==> src/rtl/traffic_light_ctrl.sv <==
// traffic_light_ctrl
// Two-direction traffic light sequencer with a seconds prescaler, per-direction
// remaining-time countdowns, a pedestrian green cut and a night flash mode.
//
// Ports:
//   clk       - single clock, rising edge
//   rs        - synchronous active-high reset
//   ped_req   - pedestrian request (pulse or level), latched on any cycle
//   flash_en  - night flash mode request (level), acted on at tick
//   X1/V1/D1  - direction-1 green / yellow / red
//   X2/V2/D2  - direction-2 green / yellow / red
//   cnt1/cnt2 - ticks remaining until the direction's light changes (0 in flash)
//   tick      - prescaler strobe, high for one clk per tick
module traffic_light_ctrl #(
   parameter int CNT_W    = 8,
   parameter int T_G1     = 15,
   parameter int T_G2     = 20,
   parameter int T_Y      = 5,
   parameter int T_PED    = 3,
   parameter int TICK_DIV = 1
) (
   input  logic             clk,
   input  logic             rs,
   input  logic             ped_req,
   input  logic             flash_en,
   output logic             X1,
   output logic             V1,
   output logic             D1,
   output logic             X2,
   output logic             V2,
   output logic             D2,
   output logic [CNT_W-1:0] cnt1,
   output logic [CNT_W-1:0] cnt2,
   output logic             tick
);

   localparam int DIV_W = (TICK_DIV > 1) ? $clog2(TICK_DIV) : 1;
   localparam logic [DIV_W-1:0] DIV_LAST = DIV_W'(TICK_DIV - 1);

   localparam logic [CNT_W-1:0] LD_G1  = CNT_W'(T_G1 - 1);
   localparam logic [CNT_W-1:0] LD_G2  = CNT_W'(T_G2 - 1);
   localparam logic [CNT_W-1:0] LD_Y   = CNT_W'(T_Y - 1);
   localparam logic [CNT_W-1:0] LD_PED = CNT_W'(T_PED - 1);
   localparam logic [CNT_W-1:0] ADD_Y  = CNT_W'(T_Y);

   typedef enum logic [2:0] {
      S0, // dir1 green,  dir2 red
      S1, // dir1 yellow, dir2 red
      S2, // dir1 red,    dir2 green
      S3, // dir1 red,    dir2 yellow
      SF  // night flash
   } state_t;

   state_t           state;
   logic [CNT_W-1:0] count;
   logic [DIV_W-1:0] div;
   logic             blink;
   logic             ped_pend;

   assign tick = (div == DIV_LAST);

   always_ff @(posedge clk) begin
      if (rs) begin
         state    <= S0;
         count    <= LD_G1;
         div      <= '0;
         blink    <= 1'b0;
         ped_pend <= 1'b0;
      end else begin
         div <= tick ? '0 : div + 1'b1;

         if (tick) begin
            if (flash_en) begin
               if (state == SF) begin
                  blink <= ~blink;
               end else begin
                  state <= SF;
                  blink <= 1'b0;
               end
            end else if (state == SF) begin
               state    <= S0;
               count    <= LD_G1;
               ped_pend <= 1'b0;
            end else if (count == '0) begin
               case (state)
                  S0: begin
                     state    <= S1;
                     count    <= LD_Y;
                     ped_pend <= 1'b0;
                  end
                  S1: begin
                     state <= S2;
                     count <= LD_G2;
                  end
                  S2: begin
                     state    <= S3;
                     count    <= LD_Y;
                     ped_pend <= 1'b0;
                  end
                  default: begin
                     state <= S0;
                     count <= LD_G1;
                  end
               endcase
            end else if ((state == S0 || state == S2) && ped_pend && (count > LD_PED)) begin
               count    <= LD_PED;
               ped_pend <= 1'b0;
            end else begin
               count <= count - 1'b1;
            end
         end

         // Placed after the clears so a coincident request survives for the next green.
         if (ped_req) begin
            ped_pend <= 1'b1;
         end
      end
   end

   always_comb begin
      {X1, V1, D1, X2, V2, D2} = '0;
      cnt1 = '0;
      cnt2 = '0;
      case (state)
         S0: begin
            X1   = 1'b1;
            D2   = 1'b1;
            cnt1 = count + 1'b1;
            cnt2 = count + 1'b1 + ADD_Y;
         end
         S1: begin
            V1   = 1'b1;
            D2   = 1'b1;
            cnt1 = count + 1'b1;
            cnt2 = count + 1'b1;
         end
         S2: begin
            D1   = 1'b1;
            X2   = 1'b1;
            cnt1 = count + 1'b1 + ADD_Y;
            cnt2 = count + 1'b1;
         end
         S3: begin
            D1   = 1'b1;
            V2   = 1'b1;
            cnt1 = count + 1'b1;
            cnt2 = count + 1'b1;
         end
         SF: begin
            V1 = blink;
            V2 = blink;
         end
         default: ;
      endcase
   end

endmodule

==> config.mk <==
export PLATFORM = sky130hd
export DESIGN_NAME = traffic_light_ctrl
export DESIGN_NICKNAME = d
export VERILOG_FILES = /design/src/rtl/traffic_light_ctrl.sv
export SDC_FILE = /design/constraint.sdc
export NUM_CORES = 1
export LEC_CHECK = 0
export ABC_AREA = 1
export CORE_UTILIZATION = 33
export CTS_BUF_LIST = sky130_fd_sc_hd__clkbuf_4 sky130_fd_sc_hd__clkbuf_8
export DETAILED_ROUTE_END_ITERATION = 8
export GPL_TIMING_DRIVEN = 0
export PLACE_DENSITY_LB_ADDON = 0.1
export RECOVER_POWER = 25
export SYNTH_ARGS = -nofsm -noshare
export SYNTH_HDL_FRONTEND = slang
export SYNTH_SLANG_ARGS = --single-unit
==> constraint.sdc <==
create_clock -name clk -period 2.34 [get_ports clk]
set_input_delay 0.351 -clock clk [delete_from_list [all_inputs] [get_ports clk]]
set_output_delay 0.351 -clock clk [all_outputs]
set_load 0.02 [all_outputs]
Word-level counts from Yosys, hierarchy flattened. Index checks and enable logic that the tools add are counted.

Add/sub/neg operators: 4. Mux-type cells: 25. Equality and inequality tests: 8. Reductions and logical operators: 17. $lt $le $gt $ge: 1. Bitwise operators: 3.

Operator list (number): $pmux 8 s2 (2); $mux 8 (3); $mux 1 (12); $mux 3 (4); $pmux 5 s2 (1); $add 8x1->8 const B (1); $add 8x3->8 const B (1); $gt 8x2->1 const B (1); $logic_not 8->1 (1); $reduce_or 2->1 (4); $sub 8x1->8 const B (1); $eq 3x2->1 const B (2); $ne 2x2->1 const B (3); $pmux 2 s3 (1); $reduce_or 3->1 (2); $ne 4x4->1 const B (1); $pmux 1 s2 (2); $reduce_and 2->1 (2); $reduce_and 4->1 (1); $reduce_bool 4->1 (1); $eq 3x1->1 const B (1); $eq 3x3->1 const B (1); $logic_not 3->1 (1); $not 1->1 (3); 5 further kinds (6).

Bits of input ports: 4. Flip-flop bits (word level): 14. Logic and storage cells: 63. Output and inout bits: 23.

Logic depth before layout (Yosys ltp). Gate-level depths: netlist of the first run.

Word-level depth: 10. Gate-level depth with buffers: 11.

Least setup slack after synthesis of the first run. No wires, ideal clock.

Path type: reg2out. From: register count[0]. To: output cnt1[5]. Stages on the path, launching flop included: 10. Arrival: 1574 ps. Path slack: 415 ps. Path buffers: 1. Data required time: 1989 ps. Cells stage by stage: dfxtp_1 buf_4 inv_1 ha_1 nand2_1 nand2_1 nand2_2 nor2_4 xnor2_1 o21ai_1.

Longest elaborated chain between the ends: 3.

Ends and longest elaborated chain: from (decl) (line 55) `logic [CNT_W-1:0] count;`; from (signal assigned) (line 109) `count <= count - 1'b1;`; $add 8x1->8 (*); $add 8x3->8 (line 140) `cnt1 = count + 1'b1 + ADD_Y;`; $pmux 8 s2 (*) (line 124) `case (state)`; to (decl) (line 32) `output logic [CNT_W-1:0] cnt1,`.

Every way passes the cells marked *; elsewhere a longest branch is shown, timed or not.

Worst setup path after layout of the first run.
From: register state[2]. To: output D2.

Longest elaborated chain between the ends: 3. Elaborated cells between the ends (all ways): 4. Those cells by class: 1 x eq/ne; 1 x mux; 2 x reduce/logical.

Ends and longest elaborated chain: from (decl) (line 54) `state_t state;`; from (signal assigned) (line 64) `state <= S0;`; from (signal assigned) (line 77) `state <= SF;`; from (signal assigned) (line 81) `state <= S0;`; $eq 3x1->1 or $logic_not 3->1 (tied branches) (line 124); $reduce_or 2->1 (no source line) (*); $mux 1 (*) (line 124); to (decl) (line 31) `output logic D2,`.

Marks and branches as above.

==> results of run 1 <==
synth_stat cells (2+ instances only):
cell type / n / area (um^2)
a21oi_1: 11 / 55.1
buf_6: 2 / 22.5
dfxtp_1: 14 / 280
ha_1: 7 / 87.6
inv_1: 25 / 93.8
inv_2: 8 / 30.0
nand2_1: 67 / 251
nand2_2: 7 / 43.8
nand3_1: 18 / 90.1
nand4_1: 4 / 25.0
nor2_1: 12 / 45.0
nor2_2: 4 / 25.0
nor2_4: 4 / 45.0
nor3_1: 2 / 10.0
nor3_2: 3 / 30.0
o21ai_0: 8 / 40.0
o21ai_1: 15 / 75.1
o22ai_1: 6 / 37.5
xor2_1: 2 / 17.5
path summary, 6_finish.rpt:
| path | start | to | slack, ns | depth (start not counted) |
|---|---|---|---|---|
| hold reg to reg | ped_pend | ped_pend | 0.47 | 2 |
| setup reg to reg | div | count[7] | 0.61 | 6 |
| setup / recovery | state[2] | D2 | 0.13 | 6 |
| hold / removal | ped_pend | ped_pend | 0.47 | 2 |
logic make-up (layout without fill, tap and decap cells):
logic type | count (synthesis) | count (layout) | synth area share
AO/OA/AOI/OAI | 44 | 44 | 0.176
XOR/XNOR | 3 | 3 | 0.0191
adder cells (fa/ha/maj) | 7 | 7 | 0.0637
buffers and inverters | 37 | 70 | 0.116
flip-flops | 14 | 14 | 0.204
other | 1 | 1 | 0.00273
AND/OR/NAND/NOR | 122 | 122 | 0.419
registers in the layout, summed over array words and instances (netlist names):
| name | count |
|---|---|
| state | 3 |
| div | 1 |
| ped_pend | 1 |
| count | 8 |
| blink | 1 |
tightest hold or removal path, delay by kind of cell, from the launching register on:
| family | cells | cell delay [ns] |
|---|---|---|
| simple gates | 1 | 0.06 |
| compound gates | 1 | 0.05 |
| flops | 1 | 0.31 |
power by group through the flow:
stage               Clock, mW  Sequential (mW)  Combinational, mW
global placement            0            0.271              0.368
floorplan                   0            0.268              0.230
finish                  0.242            0.267              0.351
global route            0.266            0.269              0.389
CTS                     0.246            0.266              0.348
detailed placement          0            0.271              0.367
through the flow:
stage | cells | worst slack [ns] | TNS (ns)
3_5_place_dp | 304 | -0.219 | -1.14
3_3_place_gp | 304 | -0.222 | -1.19
2_1_floorplan | 228 | 0.415 | 0
5_1_grt | 311 | 0.00109 | 0
6_report | 311 | 0.131 | 0
4_1_cts | 308 | 0.0110 | 0
placed cells by master (no fill, tap or decap), types with 5 or more instances in the layout:
cell	synthesis	final
a21oi_1	11	11
buf_4	1	5
clkdlybuf4s50_1	0	8
dfxtp_1	14	10
dlygate4sd2_1	0	5
ha_1	7	5
inv_1	25	24
inv_2	8	9
nand2_1	67	67
nand2_2	7	7
nand3_1	18	18
nor2_1	12	12
nor2_2	4	5
o21ai_0	8	11
o21ai_1	15	12
o22ai_1	6	6
routing by layer:
metal	global-route usage	wire length, um	vias up
met5	0	0	-
li1	-	-	805
met2	0.282	1590	33
met4	0.0559	22	0
met1	0.234	1750	656
met3	0.0205	97	3
layout make-up:
cell class / instances / area share
clock buffer: 4 / 0.0311
inverter: 33 / 0.0700
sequential: 14 / 0.163
tap: 50 / 0.0353
timing repair buffer: 29 / 0.148
multi-input combinational: 177 / 0.531
buffer: 4 / 0.0219
repair_timing:
item	CTS	global route
buffers inserted	0	3
hold buffers	0	0
resized for setup	32	21
setup endpoints to repair	14	15
==> run summary, run 1 <==
CP delay by family, top: buffers and inverters
H-tree depth: 1
Area Growth Syn to Fin: 28.9%
Max IR drop VDD: 0.368 mV
row count: 23
DIE AREA: 4420 um^2
synthesized area: 1370 um^2
crit-path cells: nor2_2 > inv_2 > nor2_4 > inv_1 > nand2_1 > clkdlybuf4s50_1
diode count: 0
critical path endpoint category: primary output
CP max stage cell: clkdlybuf4s50_1
Synth cell types: 28
RSZ-0062 raised after global routing: false
Slew headroom: 0.585
largest net degree at the start of global routing: 11
vias in the first global route: 1273
post-synthesis async set-or-reset flop share: 0
post-route cell area: 1770 um^2
antenna viol nets, final: 0
sequential share of power: 0.310
Fmax achieved: 453 MHz
initial antenna violation count: 0
Fillers: 450
clock group share of total power: 0.281
Final Hold Vio Count: 0
Crit Path Category: reg2out
yosys warns: 0
Min-Delay Path Class: reg2reg
Setup Viol. Count Final: 0
Int Pwr: 533 uW
syn_nets: 239
cells after synthesis: 228
DRC: 0
clock-pin slew on the worst setup and hold paths: 0.06 ns
Port Buffers: 26
Buffers & Inverters on Critical Path: 3
combinational power share: 0.409
first-pass GRT wire length: 5840 um
Seq/Total Area, Yosys: 0.204
Slew @ Worst Pin: 0.620 ns
die width: 66.5 um
Arr. time, crit path: 1.86 ns
register area: 288 um^2
Post-synth EDFFs: 0
CTS root buf: clkbuf_8
core area: 4000 um^2
pins over their slew limit: 0
status: finished, final reports clean
crit share post-route: 0.944
Avg Vias per Cell: 4.81
CTS Buf Count: 3
clock skew: 0.000672 ns
Worst-Skew Late Latency: 0.25 ns
Total GRT Usage: 0.173
area of the multi-input gates: 941 um^2
Power Total: 860 uW
Iter 0 DRT Violations: 60
dpl cell area: 1700 um^2
first-pass iteration count of the detailed router: 4
maxcap violations: 0
CTS tree: built
CP max FO: 6
I/O pins: 27
Net Switching: 327 uW
initial core utilization: 0.343
drt wl/cell: 11.1 um
Max Root-Sink Buffers: 2
final core occ: 0.443
Pleak: 0.848 nW
CP Launch Type: flop
Synth Register Bits: 14
Mapped Avg Cell Area: 6.03 um^2
clock sink count: 14
Die Y: 66.5 um
worst hold slack: 0.469 ns
Final Critical Period: 2.21 ns
post-DP HPWL: 2730 um
layout net count: 273
Primary FF master, synth: dfxtp_1
RD Place Congestion: 0.836
Power Dens Cells: 486 nW/um^2
Worst path max stage delay: 0.60 ns
vias: 1497
Detailed Route WL: 3460 um
layout cells sized above 1: 0.207
CP required: 1.99 ns
Sw Share: 0.381
Remaining Overflow, GRT: 0
(Power assumes the default switching activity.)
==> run 2, diff against run 1 <==
Clock period 2.34 ns to 2.07 ns, I/O delays scaled along.
==> run 2 against run 1 <==
Compared with the run above: the flow now finishes with violations (negative setup slack); die area stayed put; via count grew 3.5%; global-route usage grew 0.79 points; critical path depth is 6 higher; combinational power increased by 26%; first-iteration DRC count down 22%; wire length grew 6.4%; core utilization rose by 5.5 points; sequential power is 14% higher; worst setup slack got worse by 0.17 ns; flip-flop and latch count unchanged; power grew 19%; largest power group unchanged.
==> run summary, run 2 (synthesis gave the netlist of run 1 again) <==
Remaining Overflow, GRT: 0 (unchanged)
Int Pwr: 622 uW (was 533 uW)
Avg Vias per Cell: 4.80 (was 4.81)
sequential share of power: 0.298 (was 0.310)
crit share post-route: 1.02
combinational power share: 0.434 (was 0.409)
Final Hold Vio Count: 0 (unchanged)
Area Growth Syn to Fin: 44.9% (was 28.9%)
Arr. time, crit path: 1.80 ns (was 1.86 ns)
CTS Buf Count: 3 (unchanged)
vias: 1550 (was 1497)
Power Dens Cells: 513 nW/um^2 (was 486 nW/um^2)
layout cells sized above 1: 0.352 (was 0.207)
Fmax achieved: 474 MHz
crit-path cells: buf_8 > inv_8 > ha_4 > nand2_4 > nand2_2 > nand2_2 > nor2_4 > nand3_2 > nand2_2 > nand3_1 > nand2_1 > buf_6 (was nor2_2 > inv_2 > nor2_4 > inv_1 > nand2_1 > clkdlybuf4s50_1)
post-DP HPWL: 2730 um (unchanged)
RD Place Congestion: 0.836 (unchanged)
Pleak: 0.938 nW (was 0.848 nW)
Post-Place Worst Slack: -0.448 ns (was -0.219 ns)
Max Root-Sink Buffers: 2 (unchanged)
setup_tns: -0.0659 ns (was 0 ns)
failing checks: negative setup slack
Final Critical Period: 2.11 ns
DIE AREA: 4420 um^2 (unchanged)
CP delay by family, top: simple AND/OR/NAND/NOR gates (was buffers and inverters)
Net Switching: 398 uW (was 327 uW)
layout net count: 285 (was 273)
initial core utilization: 0.343 (unchanged)
Buffers & Inverters on Critical Path: 3 (unchanged)
most common library cell in the layout ignoring fill and taps: nand2_1 (unchanged)
clock group share of total power: 0.269 (was 0.281)
DRC: 0 (unchanged)
# hold bufs at CTS: 0 (unchanged)
initial antenna violation count: 0 (unchanged)
CP max FO: 5 (was 6)
RSZ-0062 raised after global routing: true (was false)
Biggest register: count (unchanged)
clock skew: 0.00112 ns (was 0.000672 ns)
first-pass GRT wire length: 6110 um (was 5840 um)
CP max stage cell: dfxtp_4 (was clkdlybuf4s50_1)
Total GRT Usage: 0.181 (was 0.173)
clock sink count: 14 (unchanged)
Largest register FFs: 8 (unchanged)
clock-pin slew on the worst setup and hold paths: 0.06 ns (about the same)
diode count: 0 (unchanged)
Detailed Route WL: 3680 um (was 3460 um)
Worst-Skew Late Latency: 0.25 ns (about the same)
Top cell by count, worst path: nand2_2
die width: 66.5 um (unchanged)
maxcap violations: 0 (unchanged)
row count: 23 (unchanged)
Iter 0 DRT Violations: 47 (was 60)
Crit Path Category: reg2out (unchanged)
I/O pins: 27 (unchanged)
Sw Share: 0.390 (was 0.381)
Setup Viol. Count Final: 2 (was 0)
critical path endpoint category: primary output (unchanged)
Worst Slack Setup Final: -0.0415 ns (was 0.131 ns)
vias in the first global route: 1337 (was 1273)
pins over their slew limit: 0 (unchanged)
CP required: 1.76 ns (was 1.99 ns)
Fillers: 434 (was 450)
CTS tree: built (unchanged)
core area: 4000 um^2 (unchanged)
largest registers: count (8), state (3) (unchanged)
H-tree depth: 1 (unchanged)
Port Buffers: 26 (unchanged)
CTS root buf: clkbuf_8 (unchanged)
most frequent cells in the layout: nand2_1, inv_1, buf_4 (was nand2_1, inv_1, nand3_1)
Max IR drop VDD: 0.432 mV (was 0.368 mV)
first-pass iteration count of the detailed router: 4 (unchanged)
antenna viol nets, final: 0 (unchanged)
Die Y: 66.5 um (unchanged)
Worst path max stage delay: 0.37 ns (was 0.60 ns)
CP Launch Type: flop (unchanged)
drt wl/cell: 11.4 um (was 11.1 um)
largest net degree at the start of global routing: 11 (unchanged)
status: complete, but fails checks (was finished, final reports clean)
Min-Delay Path Class: reg2reg (unchanged)
==> run 2: cell types whose count changed in the layout (fill, tap and decap cells not counted), sizes merged <==
| cell | previous run | this run |
|---|---|---|
| dlygate4sd3 | 2 | 1 |
| clkdlybuf4s15 | 1 | 0 |
| dlymetal6s2s | 2 | 1 |
| dlygate4sd2 | 5 | 7 |
| clkdlybuf4s50 | 8 | 4 |
| buf | 12 | 29 |
==> run 2: worst paths after layout <==
kind,startpoint,end,slack (ns),depth (start not counted)
hold reg to reg,ped_pend,ped_pend,0.47,2
setup / recovery,count[0],cnt1[7],-0.04,12
hold / removal,ped_pend,ped_pend,0.47,2
setup reg to reg,count[0],count[1],0.31,10
==> run 2: final cells by class <==
type / instances / area (um^2) / share of cell area
inverter: 33 / 134 / 0.0673
sequential: 14 / 294 / 0.148
buffer: 4 / 45.0 / 0.0226
clock buffer: 4 / 55.1 / 0.0277
tap: 50 / 62.6 / 0.0314
multi-input combinational: 177 / 1060 / 0.531
timing repair buffer: 41 / 343 / 0.172
==> run 2: timing repair <==
action | 4_1_cts | 5_1_grt
gates resized for setup | 88 | 33
setup endpoints to repair | 18 | 17
buffers inserted | 8 | 7
pin swaps | 8 | 16
==> run 2: power groups by stage <==
stage / clock network [mW] / registers, mW / logic, mW
4_1_cts: 0.278 / 0.302 / 0.416
3_3_place_gp: 0 / 0.306 / 0.416
5_1_grt: 0.300 / 0.306 / 0.485
2_1_floorplan: 0 / 0.302 / 0.260
3_5_place_dp: 0 / 0.306 / 0.415
6_report: 0.274 / 0.304 / 0.442
==> run 2: metrics by stage <==
step | cell area [um^2] | hold slack [ns] | cells | util | power, mW
floorplan | 1370 | 0.380 | 228 | - | 0.562
global placement | 1700 | 0.451 | 304 | 0.424 | 0.722
detailed placement | 1700 | 0.465 | 304 | 0.424 | 0.721
CTS | 1870 | 0.472 | 316 | 0.469 | 0.996
global route | 1990 | 0.509 | 323 | 0.498 | 1.09
finish | 1990 | 0.475 | 323 | 0.498 | 1.02
==> run 2: metal layers <==
metal | vias up | track usage | routed length, um | part of all wire
li1 | 829 | - | - | -
met3 | 4 | 0.0205 | 129 | 0.035
met4 | 0 | 0.0559 | 44 | 0.012
met2 | 36 | 0.301 | 1700 | 0.46
met5 | - | 0 | 0 | 0
met1 | 681 | 0.241 | 1800 | 0.49
==> run 2: worst register-to-register path, stage by stage, from the launching register on <==
cell      delay [ns]
dfxtp_4         0.36
buf_8           0.14
inv_8           0.06
ha_1            0.13
inv_1           0.05
nand2_1         0.06
nand2_1         0.04
o21ai_0         0.36
nand3_2         0.18
o21ai_1         0.16
o211ai_1        0.09
==> run 3, diff against run 2 <==
Settings changed: CELL_PAD_IN_SITES_DETAIL_PLACEMENT set to 1, CELL_PAD_IN_SITES_GLOBAL_PLACEMENT set to 1.
==> run 3 against run 2 <==
Compared with the run above: the flow still finishes with violations (negative setup slack); worst setup slack better by 0.013 ns; maximum frequency is 0.63% higher; count of clock-buffer cells in the layout is 1 lower; non-clock buffer count is 7 lower; sequential power hardly changed; sequential share of layout area is 0.44 points higher; combinational power is 2% lower; flip-flop and latch count stayed put; first-iteration DRC count is 11% lower; clock power is 19% lower; register-to-register slack better by 0.09 ns; critical endpoint is now cnt2[7]; largest power group unchanged.
==> run summary, run 3 (synthesis gave the netlist of run 1 again) <==
vias in the first global route: 1417 (was 1337)
status: complete, but fails checks (unchanged)
layout cells sized above 1: 0.355 (was 0.352)
Max Root-Sink Buffers: 2 (unchanged)
dpl cell area: 1700 um^2 (unchanged)
r2r startpoint: count[0] (unchanged)
maxcap violations: 0 (unchanged)
initial core utilization: 0.343 (unchanged)
Max IR drop VDD: 0.307 mV (was 0.432 mV)
first-pass GRT wire length: 6570 um (was 6110 um)
most frequent cells in the layout: nand2_1, inv_1, nand2_2 (was nand2_1, inv_1, buf_4)
Power Dens Cells: 495 nW/um^2 (was 513 nW/um^2)
worst hold endpoint: blink (was ped_pend)
Arr. time, crit path: 1.79 ns (was 1.80 ns)
I/O pins: 27 (unchanged)
setup_tns: -0.0474 ns (was -0.0659 ns)
Hold Crit Depth: 2 (unchanged)
Iter 0 DRT Violations: 42 (was 47)
sequential share of power: 0.318 (was 0.298)
RD Place Congestion: 0.780 (was 0.836)
Total GRT Usage: 0.195 (was 0.181)
post-DP HPWL: 3200 um (was 2730 um)
CP max FO: 4 (was 5)
antenna viol nets, final: 0 (unchanged)
Avg Vias per Cell: 5.00 (was 4.80)
Final Hold Vio Count: 0 (unchanged)
CTS Buf Count: 3 (unchanged)
Worst Reg-to-Reg Cells: 9 (was 10)
Detailed Route WL: 4160 um (was 3680 um)
Pleak: 0.903 nW (was 0.938 nW)
clock skew: 0.00182 ns (was 0.00112 ns)
largest registers: count (8), state (3) (unchanged)
diode count: 0 (unchanged)
Final Critical Period: 2.10 ns (was 2.11 ns)
failing checks: negative setup slack (unchanged)
Post-Place Worst Slack: -0.453 ns (was -0.448 ns)
core area: 4000 um^2 (unchanged)
crit share post-route: 1.01 (was 1.02)
drt wl/cell: 13.2 um (was 11.4 um)
Setup Viol. Count Final: 2 (unchanged)
Min-Delay Path Class: reg2reg (unchanged)
clock group share of total power: 0.231 (was 0.269)
Crit Path Category: reg2out (unchanged)
critical path endpoint category: primary output (unchanged)
initial antenna violation count: 0 (unchanged)
largest net degree at the start of global routing: 11 (unchanged)
Int Pwr: 568 uW (was 622 uW)
CP Launch Type: flop (unchanged)
Sw Share: 0.407 (was 0.390)
H-tree depth: 1 (unchanged)
Die Y: 66.5 um (unchanged)
most common library cell in the layout ignoring fill and taps: nand2_1 (unchanged)
combinational power share: 0.451 (was 0.434)
Hold Startpoint: blink (was ped_pend)
FF-to-FF setup slack: 0.40 ns (was 0.31 ns)
layout net count: 278 (was 285)
Largest register FFs: 8 (unchanged)
Area Growth Syn to Fin: 40.7% (was 44.9%)
Biggest register: count (unchanged)
DIE AREA: 4420 um^2 (unchanged)
Port Buffers: 26 (unchanged)
r2r endpoint: count[6] (was count[1])
Remaining Overflow, GRT: 0 (unchanged)
die width: 66.5 um (unchanged)
post-route cell area: 1930 um^2 (was 1990 um^2)
row count: 23 (unchanged)
Worst-Skew Late Latency: 0.24 ns (was 0.25 ns)
Worst Slack Setup Final: -0.0283 ns (was -0.0415 ns)
Net Switching: 389 uW (was 398 uW)
CTS root buf: clkbuf_8 (unchanged)
pins over their slew limit: 0 (unchanged)
clock sink count: 14 (unchanged)
vias: 1576 (was 1550)
first-pass iteration count of the detailed router: 5 (was 4)
Fmax achieved: 477 MHz (was 474 MHz)
CP required: 1.76 ns (about the same)
clock-pin slew on the worst setup and hold paths: 0.06 ns (about the same)
final core occ: 0.483 (was 0.498)
RSZ-0062 raised after global routing: true (unchanged)
CTS tree: built (unchanged)
DRC: 0 (unchanged)
## run 3: changes by cell type in the layout (fill, tap and decap cells not counted), moves of 3 or more
cell     change
o21ai_0      -3
nand3_2      +4
nand3_1      -4
buf_4        -7
## run 3: layout make-up
class	instances	area (um^2)
fillers	526	2070
well taps	50	62.6
inverters	33	131
flip-flops and latches	14	294
clock buffers	3	41.3
repair buffers	34	277
multi-input cells	177	1090
plain buffers	4	41.3
## run 3: worst max path at each step
stage | from | end | slack (ns) | depth (start not counted)
6_report | count[0] | cnt2[7] | -0.03 | 11
3_3_place_gp | count[0] | cnt1[7] | -0.46 | 12
5_1_grt | count[0] | cnt2[7] | -0.12 | 11
4_1_cts | count[0] | cnt2[7] | -0.09 | 12
3_5_place_dp | count[0] | cnt1[7] | -0.45 | 12
2_1_floorplan | count[0] | cnt1[5] | 0.19 | 9
## run 3: timing repair
| item | CTS | global route |
|---|---|---|
| endpoints found under the setup margin | 19 | 16 |
| buffers inserted | 2 | 6 |
| hold buffers | 0 | 0 |
| gates cloned | 0 | 0 |
| pin swaps | 4 | 18 |
| gates resized for setup | 78 | 44 |
## run 3: per-stage QoR
stage,hold WS (ns),power (mW),instances
after detailed placement,0.473,0.728,304
after global routing,0.509,1.02,315
after global placement,0.451,0.724,304
final,0.480,0.957,315
after CTS,0.482,0.942,309
after floorplan,0.380,0.562,228
## run 3: layer usage
metal	up-vias	GRT usage	wire length [um]	part of all wire
met5	-	0	0	0
met4	0	0.0638	36	0.0086
met3	4	0.0154	71	0.017
met2	21	0.337	2010	0.48
met1	742	0.255	2040	0.49
li1	809	-	-	-
## run 3: worst max-delay path: stages (launching register included)
cell and delay, ns:
dfxtp_4 0.37, buf_6 0.13, inv_8 0.04, ha_4 0.27
nand2_4 0.05, nand2_2 0.05, nand2_2 0.07, nor2_4 0.12
nand4_1 0.15, nand3_2 0.12, nand2_2 0.05, buf_6 0.12
## run 3: power by group through the flow
stage	logic (mW)	registers [mW]	clock network, mW
after global placement	0.418	0.306	0
after detailed placement	0.421	0.307	0
after floorplan	0.260	0.302	0
after CTS	0.407	0.302	0.233
after global routing	0.476	0.306	0.241
final	0.432	0.304	0.221
